**config.mk**
```make
export PLATFORM = sky130hd
export DESIGN_NAME = lpm_nco_sweep_ctrl
export DESIGN_NICKNAME = d
export VERILOG_FILES = /design/src/rtl/lpm_nco_sweep_pkg.sv /design/src/rtl/lpm_nco_sweep_step.sv /design/src/rtl/lpm_nco_sweep_ctrl.sv
export SDC_FILE = /design/constraint.sdc
export NUM_CORES = 1
export LEC_CHECK = 0
export ABC_CLOCK_PERIOD_IN_PS = 10700
export CAP_MARGIN = 20
export CORE_ASPECT_RATIO = 0.7
export CORE_MARGIN = 1.5
export CORE_UTILIZATION = 50
export CTS_CLUSTER_DIAMETER = 200
export DETAILED_ROUTE_END_ITERATION = 6
export HOLD_SLACK_MARGIN = 0.1
export PLACE_DENSITY = 0.82
export SLEW_MARGIN = 5
export SYNTH_ARGS = -nofsm -noshare
export SYNTH_HDL_FRONTEND = slang
export SYNTH_SLANG_ARGS = --single-unit
```
**constraint.sdc**
```tcl
create_clock -name clk -period 10.7 [get_ports clk]
set_clock_uncertainty 0.05 [all_clocks]
set_input_delay 2.14 -clock clk [delete_from_list [all_inputs] [get_ports clk]]
set_output_delay 2.14 -clock clk [all_outputs]
set_load 0.05 [all_outputs]
```
**src/rtl/lpm_nco_sweep_pkg.sv**
```systemverilog
// Shared types and default widths for the NCO frequency-sweep controller.
// Latency: n/a (declarations only).
// Backpressure: n/a.
package lpm_nco_sweep_pkg;

  localparam int APR_DEF = 32;
  localparam int DWW_DEF = 16;

  typedef enum logic [2:0] {
    IDLE  = 3'd0,
    LOAD  = 3'd1,
    DWELL = 3'd2,
    STEP  = 3'd3,
    DONE  = 3'd4
  } sweep_state_e;

endpackage

```
**src/rtl/lpm_nco_sweep_step.sv**
```systemverilog
// Next-point calculator: advances cur toward stop by step, clamping exactly onto stop.
// Latency: purely combinational.
// Backpressure: none.
module lpm_nco_sweep_step
  import lpm_nco_sweep_pkg::*;
#(
  parameter int APR = APR_DEF
) (
  input  logic [APR-1:0] cur_i,
  input  logic [APR-1:0] stop_i,
  input  logic [APR-1:0] step_i,
  input  logic           dir_i,    // 1 = ramp up, 0 = ramp down
  output logic [APR-1:0] nxt_o,
  output logic           final_o
);

  // Remaining distance to the stop word, one guard bit wide so it can never wrap.
  logic [APR:0] gap;
  logic         clamp;

  // Clamp to stop whenever one more step would reach or pass it; a negative gap
  // (cur already beyond stop) is treated as arrival as well.
  always_comb begin
    gap     = dir_i ? ({1'b0, stop_i} - {1'b0, cur_i})
                    : ({1'b0, cur_i} - {1'b0, stop_i});
    clamp   = gap[APR] || (gap <= {1'b0, step_i});
    if (clamp) begin
      nxt_o = stop_i;
    end else if (dir_i) begin
      nxt_o = cur_i + step_i;
    end else begin
      nxt_o = cur_i - step_i;
    end
    final_o = (cur_i == stop_i) || (step_i == '0);
  end

endmodule

```
**src/rtl/lpm_nco_sweep_ctrl.sv**
```systemverilog
// Linear frequency-sweep controller feeding the NCO phase increment; optional
// triangle mode under SWEEP_TRIANGLE_EN. Latency: start -> first point 2 edges,
// each point held max(dwell,1)+1 cycles. Backpressure: none; start ignored while busy.
module lpm_nco_sweep_ctrl
  import lpm_nco_sweep_pkg::*;
#(
  parameter int APR = APR_DEF,
  parameter int DWW = DWW_DEF
) (
  input  logic           clk,
  input  logic           reset_n,
  input  logic           start,
  input  logic           abort,
  input  logic [APR-1:0] f_start,
  input  logic [APR-1:0] f_stop,
  input  logic [APR-1:0] f_step,
  input  logic [DWW-1:0] dwell,
  input  logic           cont,
  output logic [APR-1:0] phi_inc_o,
  output logic           step_stb,
  output logic           busy,
  output logic           done
);

  sweep_state_e   state_q, state_d;

  // Shadow copies of the sweep parameters, frozen at LOAD.
  logic [APR-1:0] stop_q;
  logic [APR-1:0] step_q;
  logic [DWW-1:0] dwell_q;       // already max(dwell,1)-1, ready to reload
  logic           dir_q;         // 1 = up
  logic [DWW-1:0] cnt_q;

  // Registered outputs.
  logic [APR-1:0] phi_q, phi_d;
  logic           stb_q, stb_d;
  logic           busy_q, busy_d;
  logic           done_q, done_d;

  logic [APR-1:0] nxt;
  logic           is_final;
  logic           turn;          // bounce at the endpoint instead of finishing
  logic [DWW-1:0] dwell_ld;

`ifdef SWEEP_TRIANGLE_EN
  logic [APR-1:0] start_q;       // needed to swap endpoints on each turn
  assign turn = cont;
`else
  logic unused_cont;
  assign unused_cont = cont;
  assign turn        = 1'b0;
`endif

  // A dwell of zero behaves as one cycle.
  assign dwell_ld = (dwell == '0) ? '0 : dwell - DWW'(1);

  lpm_nco_sweep_step #(.APR(APR)) u_step (
    .cur_i   (phi_q),
    .stop_i  (stop_q),
    .step_i  (step_q),
    .dir_i   (dir_q),
    .nxt_o   (nxt),
    .final_o (is_final)
  );

  // State register.
  always_ff @(posedge clk or negedge reset_n) begin
    if (!reset_n) begin
      state_q <= IDLE;
    end else begin
      state_q <= state_d;
    end
  end

  // Next-state logic; abort beats every other transition.
  always_comb begin
    state_d = state_q;
    case (state_q)
      IDLE:  if (start && !abort) state_d = LOAD;
      LOAD:  state_d = abort ? IDLE : DWELL;
      DWELL: begin
        if (abort) begin
          state_d = IDLE;
        end else if (cnt_q == '0) begin
          state_d = (is_final && !turn) ? DONE : STEP;
        end
      end
      STEP:  state_d = abort ? IDLE : DWELL;
      DONE:  state_d = IDLE;
      default: state_d = IDLE;
    endcase
  end

  // Output next-values; an abort freezes phi and suppresses every pulse.
  always_comb begin
    phi_d  = phi_q;
    stb_d  = 1'b0;
    busy_d = 1'b0;
    done_d = 1'b0;
    if (!abort) begin
      case (state_q)
        LOAD: begin
          phi_d  = f_start;
          stb_d  = 1'b1;
          busy_d = 1'b1;
        end
        DWELL: busy_d = 1'b1;
        STEP: begin
          phi_d  = nxt;
          stb_d  = 1'b1;
          busy_d = 1'b1;
        end
        DONE: done_d = 1'b1;
        default: ;
      endcase
    end
  end

  // Output registers.
  always_ff @(posedge clk or negedge reset_n) begin
    if (!reset_n) begin
      phi_q  <= '0;
      stb_q  <= 1'b0;
      busy_q <= 1'b0;
      done_q <= 1'b0;
    end else begin
      phi_q  <= phi_d;
      stb_q  <= stb_d;
      busy_q <= busy_d;
      done_q <= done_d;
    end
  end

  // Shadow parameters and dwell counter.
  always_ff @(posedge clk or negedge reset_n) begin
    if (!reset_n) begin
      stop_q  <= '0;
      step_q  <= '0;
      dwell_q <= '0;
      dir_q   <= 1'b1;
      cnt_q   <= '0;
`ifdef SWEEP_TRIANGLE_EN
      start_q <= '0;
`endif
    end else begin
      case (state_q)
        LOAD: begin
          stop_q  <= f_stop;
          step_q  <= f_step;
          dwell_q <= dwell_ld;
          cnt_q   <= dwell_ld;
          dir_q   <= (f_stop >= f_start);
`ifdef SWEEP_TRIANGLE_EN
          start_q <= f_start;
`endif
        end
        DWELL: begin
          if (cnt_q != '0) begin
            cnt_q <= cnt_q - DWW'(1);
          end
`ifdef SWEEP_TRIANGLE_EN
          else if (is_final && cont && !abort) begin
            start_q <= stop_q;
            stop_q  <= start_q;
            dir_q   <= !dir_q;
          end
`endif
        end
        STEP: cnt_q <= dwell_q;
        default: ;
      endcase
    end
  end

  assign phi_inc_o = phi_q;
  assign step_stb  = stb_q;
  assign busy      = busy_q;
  assign done      = done_q;

endmodule

```
==> load_flow_metrics.sql <==
INSERT INTO impl_metrics (metric_group, metric, value, unit) VALUES
('synthesis', 'synth_top_cells_by_area', 'dfrtp_1, ha_1, a21oi_1', ''),
('route', 'highest-signal-layer', 'met4', ''),
('layout', 'final_nets', '2110', ''),
('critical_path', 'worst-endpoint-arrival', '6.63', 'ns'),
('run', 'cap_viol_max_count', '0', ''),
('timing', 'max_clock_freq', '0.1574', 'GHz'),
('timing', 'finalWorstPathRequiredPeriod', '6.353', 'ns'),
('synthesis', 'synth_top_area_share', '24.63', '%'),
('grt', 'grt_pass1_wl', '71700', 'um'),
('placed_design', 'place.gp.congestion', '1.035', ''),
('route', 'dr.pass1.iters', '6', ''),
('cts', 'cts_tree', 'built', ''),
('power', 'cell_internal_pwr', '2104', 'uW'),
('synthesis', 'synth_flop_cell', 'dfrtp_1', ''),
('cts', 'clk_latency_worst_skew_pair', '0.44', 'ns'),
('critical_path', 'critical_path.max_fanout', '45', ''),
('route', 'vias', '13735', ''),
('grt', 'maximum_number_of_pins_on_one_net_before_global_route_repair', '80', ''),
('cts', 'htree_num_levels', '4', ''),
('power', 'power_density', '275.8', 'nW/um^2'),
('critical_path', 'cp_slowest_cell', 'a221oi_1', ''),
('cts', 'clk_path_buf_depth', '2', ''),
('grt', 'grt.total_usage', '32.10', '%'),
('critical_path', 'reg2reg_capture_point', 'phi_inc_o[29]', ''),
('route', 'postRouteAntennaNets', '0', ''),
('grt', 'initial_antenna_violation_count', '0', ''),
('critical_path', 'setup.worst_path.class', 'reg -> reg', ''),
('floorplanning', 'die_width', '200.2', 'um'),
('layout', 'final_design_area_no_fill', '15790', 'sq um'),
('synthesis', 'synthDominantAreaCellType', 'dfrtp_1', ''),
('route', 'routed_wire_length_per_instance', '20.67', 'um'),
('critical_path', 'timing.critical_path.buf_inv', '1', ''),
('route', 'dr_wl_met2', '18470', 'um'),
('critical_path', 'critPathRequiredTime', '10.97', 'ns'),
('route', 'post-route-drc-count', '0', ''),
('synthesis', 'yosysMostFrequentCell', 'inv_1', ''),
('cts', 'cts_buffers', '17', ''),
('placed_design', 'detailedPlacementHpwl', '34910', 'um'),
('grt', 'first_global_vias', '12957', ''),
('placed_design', 'io_buffers', '150', ''),
('grt', 'grt_overflow', '0', ''),
('hold_path', 'worstHoldStart', 'dwell_q[2]', ''),
('power', 'p_leak', '0.007039', 'uW'),
('power', 'vdd_ir_drop_max', '0.0001200', 'V'),
('synthesis', 'synth_edf_count', '0', ''),
('run_status', 'outcome', 'completed', ''),
('cts', 'clock-sinks', '135', ''),
('critical_path', 'worst_setup_path_end_kind', 'flip-flop', ''),
('layout', 'layout_cell_share_with_drive_strength_beyond_1', '4.400', '%'),
('cts', 'holdBufCountCts', '0', ''),
('route', 'wl_met3', '5011', 'um'),
('power', 'power.sequential.fraction', '17.8', '%'),
('power', 'p_sw_share', '51.68', '%'),
('critical_path', 'worstRegToRegCells', '18', ''),
('power', 'clkPwrFrac', '13.3', '%'),
('floorplanning', 'dieArea', '28240', 'sq um'),
('power', 'part_of_the_total_power_dissipated_in_combinational_logic', '68.9', '%'),
('synthesis', 'synth.net_count', '2021', ''),
('power', 'power_switching', '2251', 'uW'),
('critical_path', 'critical_path.cell_chain', 'inv_1 > ha_1 > a21oi_1 > o22ai_1 > o41ai_1 > o31a_1 > mux2i_1 > a221oi_1 > xnor2_1 > ha_1 > nand4_1 > nor4_1 > nand3_1 > o41a_1 > nand4_1 > or4_4 > nand2_1 > o221a_2', ''),
('cts', 'clk_root_buffer_cell', 'clkbuf_16', ''),
('hold_path', 'hold_depth', '2', ''),
('timing', 'timing_hold_violations_final', '0', ''),
('critical_path', 'timing.rr.start', 'phi_inc_o[1]', ''),
('timing', 'grt_setup_unrepaired', 'no', ''),
('timing', 'finalSetupTns', '0', 'ns'),
('timing', 'finalMaxSlewViolations', '0', ''),
('critical_path', 'setup.reg_to_reg.worst_slack', '4.35', 'ns'),
('placed_design', 'placed_area', '15230', 'sq um'),
('cts', 'clk_transition_reported_paths', '0.07', 'ns'),
('timing', 'ratio_of_final_minimum_period_to_clock_period', '59.38', '%');
-- worst max-delay path by stage --
stage	start	endpoint	slack [ns]	depth (start not counted)
CTS	phi_inc_o[1]	phi_inc_o[5]	4.42	18
finish	phi_inc_o[1]	phi_inc_o[29]	4.35	18
floorplan	phi_inc_o[3]	phi_inc_o[12]	5.70	21
global route	phi_inc_o[1]	phi_inc_o[9]	3.92	19
global placement	phi_inc_o[3]	phi_inc_o[5]	4.58	18
detailed placement	phi_inc_o[1]	phi_inc_o[5]	4.53	18
-- cell families after synthesis --
group	after synthesis	synth area share (%)
buffers and inverters	259	7.694
XOR/XNOR	100	6.490
AO/OA/AOI/OAI	569	26.78
multiplexers	24	1.802
AND/OR/NAND/NOR	487	17.08
adder cells (fa/ha/maj)	165	15.33
flip-flops	135	24.83
-- metrics by stage --
| stage | instances | hold slack (ns) | util [%] | setup WS [ns] |
|---|---|---|---|---|
| after floorplan | 1739 | 0.3967 | - | 5.698 |
| after global placement | 2173 | 0.4116 | 57.02 | 4.578 |
| after detailed placement | 2173 | 0.4167 | 57.02 | 4.533 |
| after CTS | 2205 | 0.4321 | 59.10 | 4.419 |
| after global routing | 2205 | 0.4540 | 59.10 | 3.921 |
| final | 2206 | 0.4337 | 59.11 | 4.347 |
-- cell usage in the layout, fill, tap and decap left out, types with 16 or more instances in the layout --
master | netlist | routed
nor2_1 | 102 | 101
a21oi_1 | 162 | 162
nand3_1 | 33 | 33
o21ai_0 | 161 | 161
dfrtp_1 | 134 | 134
clkbuf_16 | 0 | 17
ha_1 | 162 | 162
xnor2_1 | 64 | 64
nand2b_1 | 16 | 16
a21o_1 | 35 | 35
o21bai_1 | 19 | 19
inv_1 | 171 | 171
a211oi_1 | 17 | 17
nor4_1 | 16 | 16
nor3_1 | 62 | 62
nand2_1 | 170 | 169
a221oi_1 | 26 | 26
clkdlybuf4s50_1 | 0 | 149
xor2_1 | 35 | 35
nand4_1 | 23 | 23
mux2i_1 | 20 | 20
a31oi_1 | 20 | 20
-- tightest hold or removal path, delay by kind of cell, from the launching register on --
family,cells,cell delay [ns]
compound gates,1,0.05
flops,1,0.34
simple gates,1,0.05
-- power by group through the flow --
stage	clock network (uW)	registers, uW	logic (uW)
4_1_cts	582	768	2910
3_5_place_dp	0	775	2880
6_report	581	775	3000
3_3_place_gp	0	768	2820
5_1_grt	603	787	3250
2_1_floorplan	0	838	2070
-- per-layer routing --
metal  track usage [%]  vias to the layer above
met2             45.30                      752
li1                  -                     6415
met5                 0                        -
met4             7.376                        0
met1             48.60                     6519
met3             7.767                       49
-- sequential cells by signal, summed over array words and instances (netlist names) --
name and cells:
dwell_q 16, busy 1, state_q 3, phi_inc_o 32
cnt_q 16, stop_q 32, dir_q 1, step_q 32
step_stb 1, done 1
-- layout make-up --
type | instances | area [sq um]
Sequential cell | 135 | 3379
Antenna cell | 1 | 2.502
Tap cell | 364 | 455.4
Timing Repair Buffer | 157 | 1555
Clock buffer | 18 | 429.2
Inverter | 172 | 645.6
Clock inverter | 14 | 126.4
Fill cell | 2377 | 10920
Multi-Input combinational cell | 1345 | 9196
No activity file was read; power rests on OpenSTA's default activity.
